**src/rtl/risc_controller.sv**
```systemverilog
// Eight-phase sequencer for a simple accumulator RISC core.
// Decodes bus/register strobes from phase, opcode and the zero flag.
module risc_controller (
  input  logic        clk,
  input  logic        rst_n,
  input  logic        en,
  input  logic [2:0]  opcode,
  input  logic        zero,
  input  logic        resume,
  output logic        sel,
  output logic        rd,
  output logic        ld_ir,
  output logic        inc_pc,
  output logic        halt,
  output logic        ld_pc,
  output logic        data_e,
  output logic        ld_ac,
  output logic        wr,
  output logic [2:0]  phase,
  output logic        halted,
  output logic [15:0] retired
);

  localparam logic [2:0] OpHlt = 3'd0;
  localparam logic [2:0] OpSkz = 3'd1;
  localparam logic [2:0] OpAdd = 3'd2;
  localparam logic [2:0] OpAnd = 3'd3;
  localparam logic [2:0] OpXor = 3'd4;
  localparam logic [2:0] OpLda = 3'd5;
  localparam logic [2:0] OpSto = 3'd6;
  localparam logic [2:0] OpJmp = 3'd7;

  typedef enum logic [2:0] {
    StInstAddr  = 3'd0,
    StInstFetch = 3'd1,
    StInstLoad  = 3'd2,
    StIdle      = 3'd3,
    StOpAddr    = 3'd4,
    StOpFetch   = 3'd5,
    StAluOp     = 3'd6,
    StStore     = 3'd7
  } phase_e;

  phase_e      phase_q;
  logic        halted_q;
  logic [15:0] retired_q;
  logic        is_aluop;

  assign is_aluop = (opcode == OpAdd) || (opcode == OpAnd) ||
                    (opcode == OpXor) || (opcode == OpLda);

  always_ff @(posedge clk or negedge rst_n) begin
    if (!rst_n) begin
      phase_q   <= StInstAddr;
      halted_q  <= 1'b0;
      retired_q <= 16'd0;
    end else if (halted_q) begin
      // Halt ignores en; only resume releases it, restarting a fresh fetch.
      if (resume) begin
        halted_q <= 1'b0;
        phase_q  <= StInstAddr;
      end
    end else if (en) begin
      if (phase_q == StOpAddr && opcode == OpHlt) begin
        halted_q <= 1'b1;
      end else begin
        phase_q <= phase_e'(phase_q + 3'd1);
        if (phase_q == StStore) begin
          retired_q <= retired_q + 16'd1;
        end
      end
    end
  end

  assign phase   = phase_q;
  assign halted  = halted_q;
  assign retired = retired_q;

  always_comb begin
    sel    = 1'b0;
    rd     = 1'b0;
    ld_ir  = 1'b0;
    inc_pc = 1'b0;
    halt   = 1'b0;
    ld_pc  = 1'b0;
    data_e = 1'b0;
    ld_ac  = 1'b0;
    wr     = 1'b0;
    unique case (phase_q)
      StInstAddr: begin
        sel = 1'b1;
      end
      StInstFetch: begin
        sel = 1'b1;
        rd  = 1'b1;
      end
      StInstLoad, StIdle: begin
        sel   = 1'b1;
        rd    = 1'b1;
        ld_ir = 1'b1;
      end
      StOpAddr: begin
        inc_pc = 1'b1;
        halt   = (opcode == OpHlt);
      end
      StOpFetch: begin
        rd = is_aluop;
      end
      StAluOp: begin
        rd     = is_aluop;
        inc_pc = (opcode == OpSkz) && zero;
        ld_pc  = (opcode == OpJmp);
        data_e = (opcode == OpSto);
      end
      StStore: begin
        rd     = is_aluop;
        ld_ac  = is_aluop;
        ld_pc  = (opcode == OpJmp);
        wr     = (opcode == OpSto);
        data_e = (opcode == OpSto);
      end
      default: ;
    endcase

    // Register-update strobes must not fire while the phase is frozen.
    if (!en) begin
      ld_ir  = 1'b0;
      inc_pc = 1'b0;
      ld_pc  = 1'b0;
      ld_ac  = 1'b0;
      wr     = 1'b0;
    end

    if (halted_q) begin
      sel    = 1'b0;
      rd     = 1'b0;
      ld_ir  = 1'b0;
      inc_pc = 1'b0;
      halt   = 1'b1;
      ld_pc  = 1'b0;
      data_e = 1'b0;
      ld_ac  = 1'b0;
      wr     = 1'b0;
    end
  end

endmodule

```
**config.mk**
```make
export PLATFORM = sky130hd
export DESIGN_NAME = risc_controller
export DESIGN_NICKNAME = d
export VERILOG_FILES = /design/src/rtl/risc_controller.sv
export SDC_FILE = /design/constraint.sdc
export NUM_CORES = 1
export LEC_CHECK = 0
export CAP_MARGIN = 20
export CORE_MARGIN = 3
export CORE_UTILIZATION = 40
export DETAILED_ROUTE_END_ITERATION = 7
export GPL_TIMING_DRIVEN = 0
export PLACE_DENSITY = 0.73
export SLEW_MARGIN = 25
export SYNTH_ARGS = -nofsm -noshare
export SYNTH_HDL_FRONTEND = slang
export SYNTH_SLANG_ARGS = --single-unit
```
**constraint.sdc**
```tcl
create_clock -name clk -period 2.8 [get_ports clk]
set_clock_uncertainty 0.15 [all_clocks]
set_input_delay 0.28 -clock clk [delete_from_list [all_inputs] [get_ports clk]]
set_output_delay 0.28 -clock clk [all_outputs]
set_load 0.05 [all_outputs]
```
* Yosys cells after proc, flatten, opt, wreduce, memory -nomap -nowiden
Index checks and enable logic that the tools add are counted.
Storage, ports and cells: flip-flop bits (word level) 20, input port bits 8, output and inout port bits 29, word-level logic and storage cells 69
Cells by class: $add $sub $neg 2, equality and inequality tests 16, muxes and demuxes 31, bitwise operators 2, reduce and logical (&&, ||, !) cells 15
Operator list (count):
- $mux 1 | 25
- $eq 3x3->1 const B | 8
- $add 16x1->16 const B | 1
- $eq 3x2->1 const B | 4
- $mux 3 | 4
- $eq 3x1->1 const B | 2
- $logic_not 3->1 | 2
- $reduce_or 3->1 | 2
- $ne 2x2->1 const B | 2
- $pmux 1 s2 | 2
- $reduce_and 4->1 | 1
- $reduce_or 2->1 | 2
- $reduce_or 4->1 | 1
- $add 3x1->3 const B | 1
- $logic_or 1x1->1 | 3
- $reduce_and 3->1 | 1
- $logic_and 1x1->1 | 2
- $not 1->1 | 2
- $reduce_bool 2->1 | 1

* Logic depth before layout (Yosys ltp)
Gate-level depths: netlist (run 1).
depth after elaboration 7, mapped depth 6, mapped depth without buffers 6

* Worst setup path after synthesis (run 1)
OpenSTA, ideal clock, no wires.
kind register to output, start point reg phase_q[0] (netlist: phase[0]), end point out ld_pc, arrival 2882 ps, required time 2370 ps, path slack -512 ps, cell stages (with the launch flop) 5, buffers on the path 0, cells stage by stage dfrtp_1 > ha_1 > ha_1 > a21oi_1 > nor4b_1
Between the ends: cells in the longest elaborated chain, start to end 5, elaborated cells between the ends (all ways) 6, those cells by class eq/ne: 2; mux: 3; reduce/logical: 1
RTL lines:
- from (decl) | RTL line 44 | phase_e phase_q;
- from (signal assigned) | RTL line 54 | phase_q <= StInstAddr;
- from (signal assigned) | RTL line 61 | phase_q <= StInstAddr;
- from (signal assigned) | RTL line 67 | phase_q <= phase_e'(phase_q + 3'd1);
- $eq 3x3->1 | RTL line 89 | unique case (phase_q)
- $reduce_or 2->1 (no line) (*)
- $mux 1 (*)
- $mux 1 (*) | RTL line 126 | if (!en) begin
- $mux 1 (*) | RTL line 134 | if (halted_q) begin
- to (decl) | RTL line 15 | output logic ld_pc,
Mark *: on every way between the ends. The rest lies on a longest branch, timed or not.

* Worst setup path in the final report (run 1)
start point reg phase_q[0] (netlist: phase[0]), end point out ld_ir
Between the ends: cells in the longest elaborated chain, start to end 5, elaborated cells between the ends (all ways) 6, those cells by class eq/ne: 2; mux: 3; reduce/logical: 1
RTL lines:
- $eq 3x2->1 | RTL line 89
- $reduce_or 2->1 (*)
- $mux 1 (*) | RTL line 89
- $mux 1 (*) | RTL line 126
- $mux 1 (*) | RTL line 134
- to (decl) | RTL line 12 | output logic ld_ir,
Marked as above.

==> results.toml, run 1 <==
[cts]
hold_buffers = 0
cts_buffers = 3
clockBufferDepth = 2
ctsHtreeMaxLevel = 1
clock_sinks = 20
cts_root_buffer = "clkbuf_4"
cts_resized = 5
post_cts_buffers = 0
clock_latency_ns = 0.30
cts_tree = "built"
clk_pin_slew_ns = 0.10

[final_layout]
drive_gt1_share_pct = 7.24
multi_input_area_um2 = 648
area_delta_synth_final_pct = 38.9
nets = 169
fillers = 249
diodes = 0
regArea_um2 = 500

[critical_path]
crit_chain = "ha_1 -> ha_1 -> a21oi_1 -> nor2_1 -> clkdlybuf4s50_1"
crit_fanout = 8
arrival_ns = 2.20
cpPeakStageDelay_ns = 0.80
cp_top_family = "buffers and inverters"
r2r_slack_ns = 0.65
slowest_stage = "clkdlybuf4s50_1"
crit_buf_inv = 1
path_common_cell = "ha_1"
crit_type = "flop to output pin"
worst_setup_path_start_kind = "flop"
end_kind = "output pin"
required_ns = 2.37

[detailed_routing]
ant_nets = 0
drt_iter0_markers = 34
firstDrtPassIters = 4
route.detailed.wl_per_inst_um = 15.3
wl_um = 2790
vias_per_cell = 5.62
remaining_drc_errors = 0
num_vias = 1022

[die]
dieArea_um2 = 3540
die_w_um = 59.5
pin_count = 37
start_util_pct = 44.2
die_h_um = 59.5
core_area_um2 = 2590
row_count = 18

[logic_synthesis]
ys_top_cells_by_area = "dfrtp_1, xnor2_1, ha_1"
post-synth-top-count-cell = "dfrtp_1"
async_reset_ff_share_pct = 100
yosys_warnings = 0
synth_edf_count = 0
synth_nets = 128
ys_top_cells_by_count = "dfrtp_1, xnor2_1, nor2_1"
synth-seq-cells = 20
avgSynthCellArea_um2 = 10.1
syn-instance-count = 113
synth_area_leader_cell = "dfrtp_1"
synth_top_area_share_pct = 43.7
ys.flop_type = "dfrtp_1"
synth.distinct_cells = 32
synth.cell_area_um2 = 1140
ys_seq_area_share_pct = 43.7

[global_routing]
grt_util_met3_pct = 2.61
grt-ovfl-total = 0
grtUsageMet2_pct = 29.8
antenna_found_initial = 0
track_usage_pct = 17.6
grt_max_degree = 21
grt_first_pass_wirelength_um = 4750
busiest_layer = "met2"
grtUsageMet1_pct = 22.5
grt_pass1_vias = 1029

[flow_run]
drv_cap = 0

[timing]
finalCritPeriodShare_pct = 94.0
hold_violations = 0
setup_tns_ns = 0
rsz0062_at_grt = "false"
setup_viol = 0
final.min_clock_period_ns = 2.63
slew_headroom_pct = 41.3
fmax_mhz = 380
slew_violations = 0
worstMarginPinSlew_ns = 0.878
whs_ns = 0.316

[hold_path]
hold_path.class = "primary input to asynchronous set/reset pin"

[place]
gp_congestion = 0.850
port_buffers = 36
dp_hpwl_um = 2110

[power_and_ir_drop]
power.leakage_nw = 0.726
vdd_ir_drop_max_uv = 883
power_density_nw_per_um2 = 866

[run_status]
status = "complete, no violations"
==> metal layers <==
layer / vias up / wire [um]
met1: 499 / 1220
met4: 0 / 31
met3: 3 / 175
met2: 37 / 1360
li1: 483 / -
met5: - / 0
==> flip-flops by register name (all words and copies together) (netlist names) <==
signal,count
retired,16
phase,3
halted,1
==> layout make-up <==
| class | count | share of cell area (%) |
|---|---|---|
| sequential | 20 | 31.5 |
| tap | 30 | 2.36 |
| clock buffer | 3 | 1.42 |
| inverter | 4 | 0.944 |
| timing repair buffer | 36 | 22.7 |
| multi-input combinational | 88 | 40.8 |
| buffer | 1 | 0.315 |
==> power by group <==
part           switching, mW  leakage, nW  internal (mW)
Sequential            0.0829        0.266          0.341
Clock                 0.0835       0.0138         0.0502
Combinational          0.538        0.446          0.281
==> worst register-to-register path: stages (launching register included) <==
cell      delay [ns]
dfrtp_1         0.52
ha_1            0.25
ha_1            0.17
nand3b_1        0.19
nor2_1          0.41
nand4_1         0.19
xnor2_1         0.17
==> cells in the final DEF (no fill, tap or decap), types with 2 or more instances in the layout <==
cell,count
clkdlybuf4s50_1,28
dfrtp_1,20
xnor2_1,16
nor2_1,9
nand2_1,8
nand3_1,7
ha_1,7
a21oi_1,5
nand4_1,5
dlygate4sd2_1,5
inv_1,4
o22ai_1,3
and3_1,3
and2_1,3
clkbuf_4,3
dlymetal6s2s_1,3
nor4_2,2
or3_1,2
and4_1,2
==> per-stage QoR <==
stage	util (%)	worst slack, ns	power, mW	std cells	instance area [um^2]
2_1_floorplan	-	0.148	1.00	113	1170
3_3_place_gp	60.5	0.0625	1.25	179	1570
3_5_place_dp	60.5	0.0447	1.28	179	1570
4_1_cts	61.1	0.0198	1.39	182	1580
5_1_grt	61.4	0.00547	1.48	182	1590
6_report	61.4	0.168	1.38	182	1590
==> final timing paths <==
check,startpoint,end,depth (start not counted)
setup / recovery,phase[0]$_DFFE_PN0P_,ld_ir,5
setup reg to reg,phase[0]$_DFFE_PN0P_,retired[11]$_DFFE_PN0P_,6
min in group clk,retired[15]$_DFFE_PN0P_,retired[15]$_DFFE_PN0P_,1
hold reg to reg,retired[15]$_DFFE_PN0P_,retired[15]$_DFFE_PN0P_,1
max in group asynchronous,rst_n,retired[15]$_DFFE_PN0P_,1
hold / removal,rst_n,retired[9]$_DFFE_PN0P_,1
==> logic make-up after synthesis <==
| logic type | count (synthesis) | synth area share, % |
|---|---|---|
| adders and majority gates | 7 | 7.65 |
| muxes | 2 | 1.86 |
| xor gates and xnor gates | 17 | 13.0 |
| and+or+nand+nor | 48 | 24.2 |
| DFF | 20 | 43.7 |
| AOI/OAI and AO/OA | 14 | 7.87 |
| buffers and inverters | 5 | 1.75 |
Power figures use the tool's default switching activity.
==> run 2, diff against run 1 <==
- CORE_UTILIZATION: 40 -> 49
- PLACE_DENSITY: 0.73 -> 0.86
==> run 2 against run 1 <==
  * Fmax decreased by 2.2%
  * Critical path type unchanged
  * First-iteration DRC count shrank 82%
  * Utilization grew 15 points
  * Worst hold slack better by 0.00055 ns
  * Via count down 4.0%
  * Critical path depth is the same
  * Design area down 0.24%
  * Register-to-register slack got worse by 0.08 ns
  * Clock power about the same
  * Flip-flop and latch count did not move
  * Wire length is 3.2% lower
  * Cell count is 1.6% lower
==> results.toml, run 2 (synthesis gave the netlist of run 1 again) <==
[flow_run]
drv_cap = 0

[hold_path]
hold_path.class = "primary input to asynchronous set/reset pin"

[global_routing]
grt-ovfl-total = 0
grt_max_degree = 21
grt_first_pass_wirelength_um = 4380
grt_pass1_vias = 1014
track_usage_pct = 20.7
antenna_found_initial = 0

[final_layout]
mostFrequentLayoutCells = "clkdlybuf4s50_1, dfrtp_1, xnor2_1"
nets = 169
multi_input_area_um2 = 648
fillers = 163
diodes = 0
final_area_um2 = 1590
largest_reg_flops = 16
drive_gt1_share_pct = 7.24
area_delta_synth_final_pct = 38.6
mostFrequentLayoutCell = "clkdlybuf4s50_1"
regArea_um2 = 500

[critical_path]
timing.rr.end = "retired[11]$_DFFE_PN0P_"
worst_setup_path_start_kind = "flop"
crit_chain = "ha_1 -> ha_1 -> a21oi_1 -> nor2_1 -> clkdlybuf4s50_1"
crit_type = "flop to output pin"
path_common_cell = "ha_1"
r2r_start = "phase[0]$_DFFE_PN0P_"
r2r_cells = 6
crit_buf_inv = 1
crit_fanout = 8
r2r_slack_ns = 0.57
cp_top_family = "buffers and inverters"
cpPeakStageDelay_ns = 0.82
slowest_stage = "clkdlybuf4s50_1"
end_kind = "output pin"
cp-startpoint = "phase[0]$_DFFE_PN0P_"
arrival_ns = 2.26
required_ns = 2.37
critical_path.endpoint = "ld_ir"
cp.depth = 5

[timing]
rsz0062_at_grt = "false"
finalCritPeriodShare_pct = 96.1
slew_violations = 0
slew_headroom_pct = 42.5
setup_tns_ns = 0
fmax_mhz = 371
worstMarginPinSlew_ns = 0.860
setup_viol = 0
whs_ns = 0.316
final.min_clock_period_ns = 2.69
hold_violations = 0

[detailed_routing]
ant_nets = 0
firstDrtPassIters = 4
num_vias = 981
remaining_drc_errors = 0
route.detailed.wl_per_inst_um = 15.1
vias_per_cell = 5.48
wl_um = 2700
drt_iter0_markers = 6

[cts]
clockBufferDepth = 2
clock_sinks = 20
cts_buffers = 3
clock_latency_ns = 0.29
cts_tree = "built"
post_cts_buffers = 0
clk_pin_slew_ns = 0.10
cts_root_buffer = "clkbuf_4"
ctsHtreeMaxLevel = 1
hold_buffers = 0

[power_and_ir_drop]
vdd_ir_drop_max_uv = 662
power.switching_mw = 0.703
fin_total_pwr_mw = 1.38
power.internal_mw = 0.673
power_density_nw_per_um2 = 867
p_comb_share_pct = 59.8
swShare_pct = 51.1
clockPowerShare_pct = 9.5
power.leakage_nw = 0.726
seqPwrFrac_pct = 30.7

[run_status]
status = "complete, no violations"

[die]
dieArea_um2 = 2950
die_h_um = 54.3
die_w_um = 54.3
pin_count = 37
start_util_pct = 55.0
row_count = 16
core_area_um2 = 2080

[place]
port_buffers = 36
gp_congestion = 0.772
dpl_cell_area_um2 = 1560
==> run 2: layer usage <==
layer / routed length, um / vias up / GRT usage (%)
li1: - / 481 / -
met1: 1130 / 470 / 23.6
met2: 1400 / 28 / 37.3
met3: 143 / 2 / 4.09
met4: 18 / 0 / 8.71
met5: 0 / - / 0
==> run 2: worst reg2reg max path, delay by kind of cell, from the launching register on <==
kind	cells	cell delay, ns
and+or+nand+nor	3	0.83
adders and majority gates	2	0.44
xor gates and xnor gates	1	0.18
DFF	1	0.52
==> run 2: power by group through the flow <==
stage / sequential [mW] / combinational (mW) / clock, mW
after CTS: 0.422 / 0.832 / 0.133
after global routing: 0.434 / 0.880 / 0.144
after detailed placement: 0.426 / 0.852 / 0
after global placement: 0.423 / 0.823 / 0
final: 0.422 / 0.823 / 0.131
after floorplan: 0.596 / 0.404 / 0
==> run 2: final cells by class <==
cell class	instances	share of cell area (%)
well taps	27	2.13
multi-input cells	88	40.9
inverters	4	0.946
plain buffers	1	0.315
flip-flops and latches	20	31.5
repair buffers	36	22.8
clock buffers	3	1.42
==> run 2: metrics by stage <==
stage	utilization (%)	instances	worst slack [ns]
after global placement	75.1	176	0.0599
after detailed placement	75.1	176	0.0543
after CTS	75.8	179	0.0158
after global routing	76.2	179	0.00212
after floorplan	-	113	0.148
final	76.2	179	0.108
==> run 2: what timing repair did <==
action	4_1_cts	5_1_grt
endpoints found under the setup margin	5	3
resized for setup	5	3
cloned	0	0
==> run 2: worst min path at each step <==
stage | startpoint | end | slack [ns]
final | rst_n | retired[12]$_DFFE_PN0P_ | 0.32
after global routing | retired[15]$_DFFE_PN0P_ | retired[15]$_DFFE_PN0P_ | 0.36
after CTS | rst_n | retired[12]$_DFFE_PN0P_ | 0.35
after detailed placement | retired[15]$_DFFE_PN0P_ | retired[15]$_DFFE_PN0P_ | 0.33
after global placement | retired[15]$_DFFE_PN0P_ | retired[15]$_DFFE_PN0P_ | 0.31
after floorplan | rst_n | halted$_DFF_PN0_ | -0.17
==> run 3, diff against run 2 <==
--- a/config.mk
+++ b/config.mk
@@ -7,2 +7,3 @@
 export LEC_CHECK = 0
+export ABC_CLOCK_PERIOD_IN_PS = 2800
 export CAP_MARGIN = 20
==> constraint.sdc (replaced) <==
create_clock -name clk -period 2.8 [get_ports clk]
set_clock_uncertainty 0.15 [all_clocks]
set_input_delay 0.56 -clock clk [delete_from_list [all_inputs] [get_ports clk]]
set_output_delay 0.56 -clock clk [all_outputs]
set_load 0.05 [all_outputs]
==> run 3 against run 2 <==
  * Worst hold slack better by 0.026 ns
  * Global-route usage stayed put
  * Non-clock buffer count is 1 higher
  * Die area stayed put
  * Design area is 1.2% lower
  * First-iteration DRC count is 33% lower
  * Sequential share of layout area is 0.46 points higher
  * Setup slack worse by 0.038 ns
  * Largest cell class unchanged
  * Highest routed layer unchanged
==> results.toml, run 3 (synthesis gave the netlist of run 1 again) <==
[critical_path]
timing.rr.end = "retired[11]$_DFFE_PN0P_"
r2r_start = "phase[1]$_DFFE_PN0P_"
end_kind = "output pin"
r2r_cells = 6
critical_path.endpoint = "rd"
crit_fanout = 4
arrival_ns = 2.02
cp-startpoint = "opcode[1]"
cpPeakStageDelay_ns = 0.58
required_ns = 2.09
crit_chain = "clkdlybuf4s50_1 -> xnor2_1 -> o21ai_0 -> a21oi_1 -> nor2_1 -> clkdlybuf4s15_2"
worst_setup_path_start_kind = "primary input"
slowest_stage = "clkdlybuf4s50_1"
r2r_slack_ns = 0.67
crit_type = "primary input to output pin"

[timing]
rsz0062_at_grt = "true"
slew_violations = 0
slew_headroom_pct = 42.3
finalCritPeriodShare_pct = 97.5
whs_ns = 0.342
worstMarginPinSlew_ns = 0.862
final.min_clock_period_ns = 2.73
fmax_mhz = 366
hold_violations = 0
setup_viol = 0

[hold_path]
hold_path.class = "flop to flop"
hold_depth = 1

[cts]
cts_tree = "built"
hold_buffers = 0
clock_latency_ns = 0.29
clock_sinks = 20
clk_pin_slew_ns = 0.10
ctsHtreeMaxLevel = 1
clockBufferDepth = 2
cts_buffers = 3
cts_root_buffer = "clkbuf_4"

[final_layout]
final_util_pct = 75.3
regArea_um2 = 502
largest_reg_flops = 16
mostFrequentLayoutCells = "clkdlybuf4s50_1, dfrtp_1, xnor2_1"
area_delta_synth_final_pct = 36.9
nets = 170
multi_input_area_um2 = 648
drive_gt1_share_pct = 13.7
mostFrequentLayoutCell = "clkdlybuf4s50_1"
diodes = 0
fillers = 161

[global_routing]
grt_first_pass_wirelength_um = 4380
grt-ovfl-total = 0
grt_pass1_vias = 1014
antenna_found_initial = 0
grt_max_degree = 21
track_usage_pct = 20.7

[detailed_routing]
wl_um = 2670
firstDrtPassIters = 4
remaining_drc_errors = 0
ant_nets = 0
vias_per_cell = 5.48
drt_iter0_markers = 4
route.detailed.wl_per_inst_um = 14.8
num_vias = 987

[power_and_ir_drop]
clockPowerShare_pct = 9.4
swShare_pct = 51.0
vdd_ir_drop_max_uv = 679
power.leakage_nw = 0.670
p_comb_share_pct = 60.1
power_density_nw_per_um2 = 883
power.switching_mw = 0.706
power.internal_mw = 0.679
seqPwrFrac_pct = 30.5

[die]
row_count = 16
start_util_pct = 55.0
die_h_um = 54.3
dieArea_um2 = 2950
die_w_um = 54.3
core_area_um2 = 2080
pin_count = 37

[place]
gp_congestion = 0.772
port_buffers = 36

[flow_run]
drv_cap = 0

[run_status]
status = "complete, no violations"
## run 3: how the worst min path moves through the flow
stage,slack (ns),startpoint,endpoint
floorplan,0.11,rst_n,halted$_DFF_PN0_
global placement,0.31,retired[15]$_DFFE_PN0P_,retired[15]$_DFFE_PN0P_
detailed placement,0.33,retired[15]$_DFFE_PN0P_,retired[15]$_DFFE_PN0P_
CTS,0.35,retired[15]$_DFFE_PN0P_,retired[15]$_DFFE_PN0P_
global route,0.36,retired[15]$_DFFE_PN0P_,retired[15]$_DFFE_PN0P_
finish,0.34,retired[15]$_DFFE_PN0P_,retired[15]$_DFFE_PN0P_
## run 3: metal layers
layer  vias up  track usage, %  part of all wire [%]  wire, um
met4         0            8.71                  0.68        18
li1        483               -                     -         -
met1       469            23.6                    43      1140
met5         -               0                     0         0
met3         2            4.09                   5.8       154
met2        33            37.3                    51      1360
## run 3: timing repair
| item | 4_1_cts | 5_1_grt |
|---|---|---|
| endpoints found under the setup margin | 9 | 7 |
| endpoints found under the hold margin | 0 | 0 |
| setup buffers | 0 | 1 |
| pin swaps | 0 | 1 |
| gates resized for setup | 21 | 13 |
## run 3: power groups by stage
stage	combinational, mW	clock [mW]	sequential (mW)
floorplan	0.404	0	0.596
global placement	0.823	0	0.423
detailed placement	0.852	0	0.426
CTS	0.836	0.133	0.423
global route	0.892	0.144	0.433
finish	0.832	0.131	0.422
## run 3: layout make-up
| cell class | count | area share (%) |
|---|---|---|
| Clock buffer | 3 | 1.44 |
| Sequential cell | 20 | 32.0 |
| Timing Repair Buffer | 37 | 21.8 |
| Multi-Input combinational cell | 88 | 41.3 |
| Buffer | 1 | 0.319 |
| Inverter | 4 | 0.958 |
| Tap cell | 27 | 2.15 |
## run 3: stage by stage
step	power (mW)	cell area, um^2	worst slack (ns)	instances	TNS (ns)
after floorplan	1.00	1170	-0.132	113	-0.159
final	1.38	1570	0.0697	180	0
after CTS	1.39	1580	0.000463	179	0
after global placement	1.25	1560	-0.500	176	-2.13
after global routing	1.47	1570	-0.0807	180	-0.0807
after detailed placement	1.28	1560	-0.506	176	-2.30
## run 3: worst max-delay path: cells and delay by family
| family | cells | cell delay (ns) |
|---|---|---|
| buffers and inverters | 2 | 0.96 |
| AO/OA/AOI/OAI | 2 | 0.29 |
| XOR/XNOR | 1 | 0.13 |
| AND/OR/NAND/NOR | 1 | 0.08 |
==> patch 1, RTL diff (flow settings as in run 2) <==
Put a register stage on the output `ld_pc`. The value now appears one clock later. The other outputs are not delayed to match.
--- a/src/rtl/risc_controller.sv
+++ b/src/rtl/risc_controller.sv
@@ -42,4 +42,6 @@
   } phase_e;
 
+  logic ld_pc_d;
+
   phase_e      phase_q;
   logic        halted_q;
@@ -83,5 +85,5 @@
     inc_pc = 1'b0;
     halt   = 1'b0;
-    ld_pc  = 1'b0;
+    ld_pc_d = 1'b0;
     data_e = 1'b0;
     ld_ac  = 1'b0;
@@ -110,5 +112,5 @@
         rd     = is_aluop;
         inc_pc = (opcode == OpSkz) && zero;
-        ld_pc  = (opcode == OpJmp);
+        ld_pc_d = (opcode == OpJmp);
         data_e = (opcode == OpSto);
       end
@@ -116,5 +118,5 @@
         rd     = is_aluop;
         ld_ac  = is_aluop;
-        ld_pc  = (opcode == OpJmp);
+        ld_pc_d = (opcode == OpJmp);
         wr     = (opcode == OpSto);
         data_e = (opcode == OpSto);
@@ -127,5 +129,5 @@
       ld_ir  = 1'b0;
       inc_pc = 1'b0;
-      ld_pc  = 1'b0;
+      ld_pc_d = 1'b0;
       ld_ac  = 1'b0;
       wr     = 1'b0;
@@ -138,5 +140,5 @@
       inc_pc = 1'b0;
       halt   = 1'b1;
-      ld_pc  = 1'b0;
+      ld_pc_d = 1'b0;
       data_e = 1'b0;
       ld_ac  = 1'b0;
@@ -145,4 +147,8 @@
   end
 
+  always_ff @(posedge clk) begin
+    ld_pc <= ld_pc_d;
+  end
+
 endmodule
 
Check against the original RTL: not equivalent (Yosys sat finds a counterexample within 10 cycles, from zero or initial values and one cycle with rst_n low).
==> patch 1 against run 2 <==
- setup slack better by 0.058 ns
- area after synthesis is 7.3% higher
- final area rose by 5.0%
- sequential cell count up 1
- routed wire length decreased by 3.3%
- register-to-register slack better by 0.06 ns
- power grew 1.7%
- first-iteration DRC count rose to 2.5 times the old value
- largest cell class unchanged
- highest routed layer unchanged
==> patch 1: results (changes against run 2) <==
\begin{tabular}{lr}
\hline
Metric & Value \\
\hline
\multicolumn{2}{l}{\textbf{Final layout}} \\
\quad Proportion of cell area occupied by registers & 0.312 (-0.00315) \\
\quad Post-synthesis to final-layout area growth & 35.6\% \\
\quad Share of cells above drive strength 1 & 0.122 (+0.0494) \\
\quad Number of nets at the end of the flow & 172 (+1.8\%) \\
\quad Total of fill cells in the finished design & 185 (+13\%) \\
\quad Clock-cell share of area & 0.0165 (+0.00232) \\
\quad Non-clock buffering overhead in the final layout & 0.228 (-0.00285) \\
\quad Number of flip-flops and latches & 21 (+5.0\%) \\
\quad Non-clk bufs & 38 (+2.7\%) \\
\quad Antenna diode instance count & 0 (unchanged) \\
\quad Filler-free cell count of the finished design & 184 (+2.8\%) \\
\multicolumn{2}{l}{\textbf{Yosys}} \\
\quad Ys async rst share & 0.952 (-0.0476) \\
\quad Count of different cell masters after synthesis & 33 (+3.1\%) \\
\quad Main area contributors after synthesis & dfrtp\_1 (41\%), xnor2\_1 (7.8\%), ha\_1 (7.1\%), nand2\_1 (4.3\%), xor2\_1 (4.3\%) \\
\quad Instance count of the mapped netlist & 116 (+2.7\%) \\
\quad Register area share after synthesis & 0.424 (-0.0135) \\
\quad Synthesized netlist net count & 131 (+2.3\%) \\
\multicolumn{2}{l}{\textbf{Global routing}} \\
\quad Wire length of the first global-routing pass & 4.53 mm (+3.3\%) \\
\quad Global-route usage over all layers & 0.176 (-0.0307) \\
\quad Global-route met3 utilization & 0.0278 (-0.0130) \\
\quad GR Util met2 & 0.311 (-0.0620) \\
\multicolumn{2}{l}{\textbf{Routing}} \\
\quad Detailed route wirelength on metal2 & 1.34 mm (-4.1\%) \\
\quad Violation count after the first detailed-route iteration & 15 (+9) \\
\quad Routed Wire Length & 2.61 mm (-3.3\%) \\
\quad Vias per inst & 5.55 (+1.3\%) \\
\quad Met1 Routed Length & 1.08 mm (-4.3\%) \\
\multicolumn{2}{l}{\textbf{Clock network}} \\
\quad Clock slew at the register clock pins of the worst setup and hold paths & 0.13 ns (+0.03 ns) \\
\quad Clock latency reported for the late side of the worst-skew pair & 0.31 ns (+0.02 ns) \\
\multicolumn{2}{l}{\textbf{Power}} \\
\quad Power of the combinational group & 0.819 mW (-0.5\%) \\
\quad Standby leakage power & 0.795 nW (+9.5\%) \\
\quad Maximum ir drop on the vdd rail & 0.000770 V (+16\%) \\
\quad Power density relative to cell area & 840 nW/um\^{}2 (-3.2\%) \\
\quad Sequential cell fraction of total power & 0.309 (+0.002) \\
\multicolumn{2}{l}{\textbf{Critical path}} \\
\quad Largest stage delay on the critical path & 0.53 ns (-0.29 ns) \\
\quad Worst Path Arrival & 2.20 ns (-0.06 ns) \\
\quad Slowest cell on the critical path & dlygate4sd2\_1 \\
\multicolumn{2}{l}{\textbf{STA}} \\
\quad Slew Limit Headroom & 0.409 (-0.0154) \\
\multicolumn{2}{l}{\textbf{Placement}} \\
\quad Last weighted congestion value of the routability-driven placer & 0.770 (-0.26\%) \\
\multicolumn{2}{l}{\textbf{Run status}} \\
\quad Result of the run & complete, no violations \\
\hline
\end{tabular}
## patch 1: what timing repair did
action | 4_1_cts | 5_1_grt
endpoints found under the setup margin | 6 | 2
endpoints found under the hold margin | 0 | 0
resized for setup | 6 | 2
hold buffers | 0 | 0
## patch 1: path summary, 6_finish.rpt
kind | from | to | slack, ns | cells past startpoint
worst max-delay path | phase[0] | halt | 0.17 | 6
worst min-delay path | rst_n | retired[4] | 0.31 | 1
worst max register to register | phase[0] | retired[14] | 0.63 | 7
worst min register to register | retired[15] | retired[15] | 0.33 | 1
max in group asynchronous | rst_n | retired[0] | 1.65 | 1
min in group clk | retired[15] | retired[15] | 0.33 | 1
## patch 1: logic make-up after synthesis
| group | count (synthesis) | synth area share |
|---|---|---|
| mux | 2 | 0.0173 |
| flops | 21 | 0.424 |
| simple gates | 47 | 0.246 |
| xor+xnor | 17 | 0.121 |
| compound gates | 14 | 0.0835 |
| fa+ha+maj | 7 | 0.0713 |
| buf+inv | 8 | 0.0367 |
==> patch 2, RTL diff (config.mk and constraints of run 2) <==
Without the edit above. Add an input register stage for `en`, `opcode`, `zero` and `resume`, without a reset; this delays them by one clock.
--- a/src/rtl/risc_controller.sv
+++ b/src/rtl/risc_controller.sv
@@ -42,4 +42,16 @@
   } phase_e;
 
+  logic en_q;
+  logic [2:0] opcode_q;
+  logic zero_q;
+  logic resume_q;
+
+  always_ff @(posedge clk) begin
+    en_q     <= en;
+    opcode_q <= opcode;
+    zero_q   <= zero;
+    resume_q <= resume;
+  end
+
   phase_e      phase_q;
   logic        halted_q;
@@ -47,6 +59,6 @@
   logic        is_aluop;
 
-  assign is_aluop = (opcode == OpAdd) || (opcode == OpAnd) ||
-                    (opcode == OpXor) || (opcode == OpLda);
+  assign is_aluop = (opcode_q == OpAdd) || (opcode_q == OpAnd) ||
+                    (opcode_q == OpXor) || (opcode_q == OpLda);
 
   always_ff @(posedge clk or negedge rst_n) begin
@@ -57,10 +69,10 @@
     end else if (halted_q) begin
       // Halt ignores en; only resume releases it, restarting a fresh fetch.
-      if (resume) begin
+      if (resume_q) begin
         halted_q <= 1'b0;
         phase_q  <= StInstAddr;
       end
-    end else if (en) begin
-      if (phase_q == StOpAddr && opcode == OpHlt) begin
+    end else if (en_q) begin
+      if (phase_q == StOpAddr && opcode_q == OpHlt) begin
         halted_q <= 1'b1;
       end else begin
@@ -102,5 +114,5 @@
       StOpAddr: begin
         inc_pc = 1'b1;
-        halt   = (opcode == OpHlt);
+        halt   = (opcode_q == OpHlt);
       end
       StOpFetch: begin
@@ -109,14 +121,14 @@
       StAluOp: begin
         rd     = is_aluop;
-        inc_pc = (opcode == OpSkz) && zero;
-        ld_pc  = (opcode == OpJmp);
-        data_e = (opcode == OpSto);
+        inc_pc = (opcode_q == OpSkz) && zero_q;
+        ld_pc  = (opcode_q == OpJmp);
+        data_e = (opcode_q == OpSto);
       end
       StStore: begin
         rd     = is_aluop;
         ld_ac  = is_aluop;
-        ld_pc  = (opcode == OpJmp);
-        wr     = (opcode == OpSto);
-        data_e = (opcode == OpSto);
+        ld_pc  = (opcode_q == OpJmp);
+        wr     = (opcode_q == OpSto);
+        data_e = (opcode_q == OpSto);
       end
       default: ;
@@ -124,5 +136,5 @@
 
     // Register-update strobes must not fire while the phase is frozen.
-    if (!en) begin
+    if (!en_q) begin
       ld_ir  = 1'b0;
       inc_pc = 1'b0;
Formal check against the unedited RTL: not equivalent (Yosys sat finds a counterexample within 4 cycles, from zero or initial values and one cycle with rst_n low).
==> patch 2 against run 2 <==
- sequential cell count up 6
- non-clock buffer count unchanged
- synthesized cell count increased by 2.7%
- highest routed layer unchanged
- area after synthesis is 9.3% higher
- final area is 8.0% higher
- largest cell class unchanged
- core utilization shrank 2.3 points
- setup slack gained 0.065 ns
- sequential share of layout area increased by 4.7 points
- power increased by 17%
- routed wire length is 7.9% higher
==> patch 2: results (changes against run 2) <==
\begin{tabular}{lr}
\hline
Metric & Value \\
\hline
\multicolumn{2}{l}{\textbf{Run status}} \\
\quad Result of the run & complete, no violations \\
\multicolumn{2}{l}{\textbf{Min path}} \\
\quad Type of the worst min-delay path & input pin to flip-flop \\
\multicolumn{2}{l}{\textbf{Clock network}} \\
\quad Clock slew at the register clock pins of the worst setup and hold paths & 0.13 ns (+0.03 ns) \\
\quad Clock latency reported for the late side of the worst-skew pair & 0.32 ns (+0.03 ns) \\
\multicolumn{2}{l}{\textbf{Routing}} \\
\quad Met1 Routed Length & 1.23 mm (+8.5\%) \\
\quad Vias after detailed routing & 1060 (+8.1\%) \\
\quad Detailed route wirelength on metal2 & 1.48 mm (+5.5\%) \\
\quad Routed Wire Length & 2.91 mm (+7.9\%) \\
\quad Average detailed-routed wire length per instance & 15.8 um (+5.0\%) \\
\multicolumn{2}{l}{\textbf{Yosys}} \\
\quad Top cell types by occurrence after synthesis & dfrtp\_1 (20), xnor2\_1 (16), nand4\_1 (10) \\
\quad Synthesized netlist net count & 131 (+2.3\%) \\
\quad Count of different cell masters after synthesis & 29 (-9.4\%) \\
\quad Main area contributors after synthesis & dfrtp\_1 (40\%), xnor2\_1 (11\%), dfxtp\_1 (9.6\%), ha\_1 (7.0\%), nand4\_1 (5.0\%) \\
\multicolumn{2}{l}{\textbf{Global routing}} \\
\quad Global-route met3 utilization & 0.0345 (-0.00639) \\
\quad Grt met1 use & 0.265 (+0.0296) \\
\quad Number of global-route vias before repair & 1046 (+3.2\%) \\
\quad Wire length of the first global-routing pass & 4.93 mm (+12\%) \\
\quad GR Util met2 & 0.320 (-0.0524) \\
\multicolumn{2}{l}{\textbf{Power}} \\
\quad Reported sequential group power & 0.531 mW (+26\%) \\
\quad Maximum ir drop on the vdd rail & 0.000987 V (+49\%) \\
\quad Internal power & 0.855 mW (+27\%) \\
\quad Clk network pwr share & 0.160 (+0.065) \\
\multicolumn{2}{l}{\textbf{Placement}} \\
\quad Last weighted congestion value of the routability-driven placer & 0.810 (+4.9\%) \\
\quad Dpl cells & 180 (+2.3\%) \\
\multicolumn{2}{l}{\textbf{STA}} \\
\quad Hold Slack & 0.235 ns (-0.0817 ns) \\
\quad Post-layout worst setup margin & 0.173 ns (+0.0654 ns) \\
\quad Worst Max-Slew Pin Slew & 0.871 ns (+0.0108 ns) \\
\multicolumn{2}{l}{\textbf{Final layout}} \\
\quad Total of fill cells in the finished design & 170 (+4.3\%) \\
\quad Multi-input gate area & 627 sq um (-3.3\%) \\
\multicolumn{2}{l}{\textbf{Critical path}} \\
\quad Worst setup path endpoint & ld\_ac \\
\quad Worst Path Arrival & 2.20 ns (-0.06 ns) \\
\hline
\end{tabular}
==> patch 2: worst max-delay path, stage by stage, from the launching register on <==
cell and delay [ns]:
dfrtp_1 0.55, ha_1 0.25, ha_1 0.20, nand3b_1 0.22, nor2_1 0.16, clkdlybuf4s15_1 0.50
==> patch 2: repair_timing <==
action	CTS	global route
setup endpoints to repair	6	7
hold endpoints to repair	0	0
gates resized for setup	6	11
==> patch 2: cell families after synthesis <==
family,count (synthesis),synth area share
AO/OA/AOI/OAI,16,0.0870
flip-flops,26,0.496
XOR/XNOR,17,0.119
multiplexers,2,0.0170
AND/OR/NAND/NOR,41,0.189
adder cells (fa/ha/maj),7,0.0700
buffers and inverters,7,0.0220
==> patch 2: final cells by class <==
cell class,count,share of cell area
multi-input cells,83,0.366
flip-flops and latches,26,0.362
repair buffers,36,0.205
well taps,28,0.0205
clock inverters,1,0.0175
clock buffers,3,0.0131
inverters,6,0.0131
plain buffers,1,0.00292
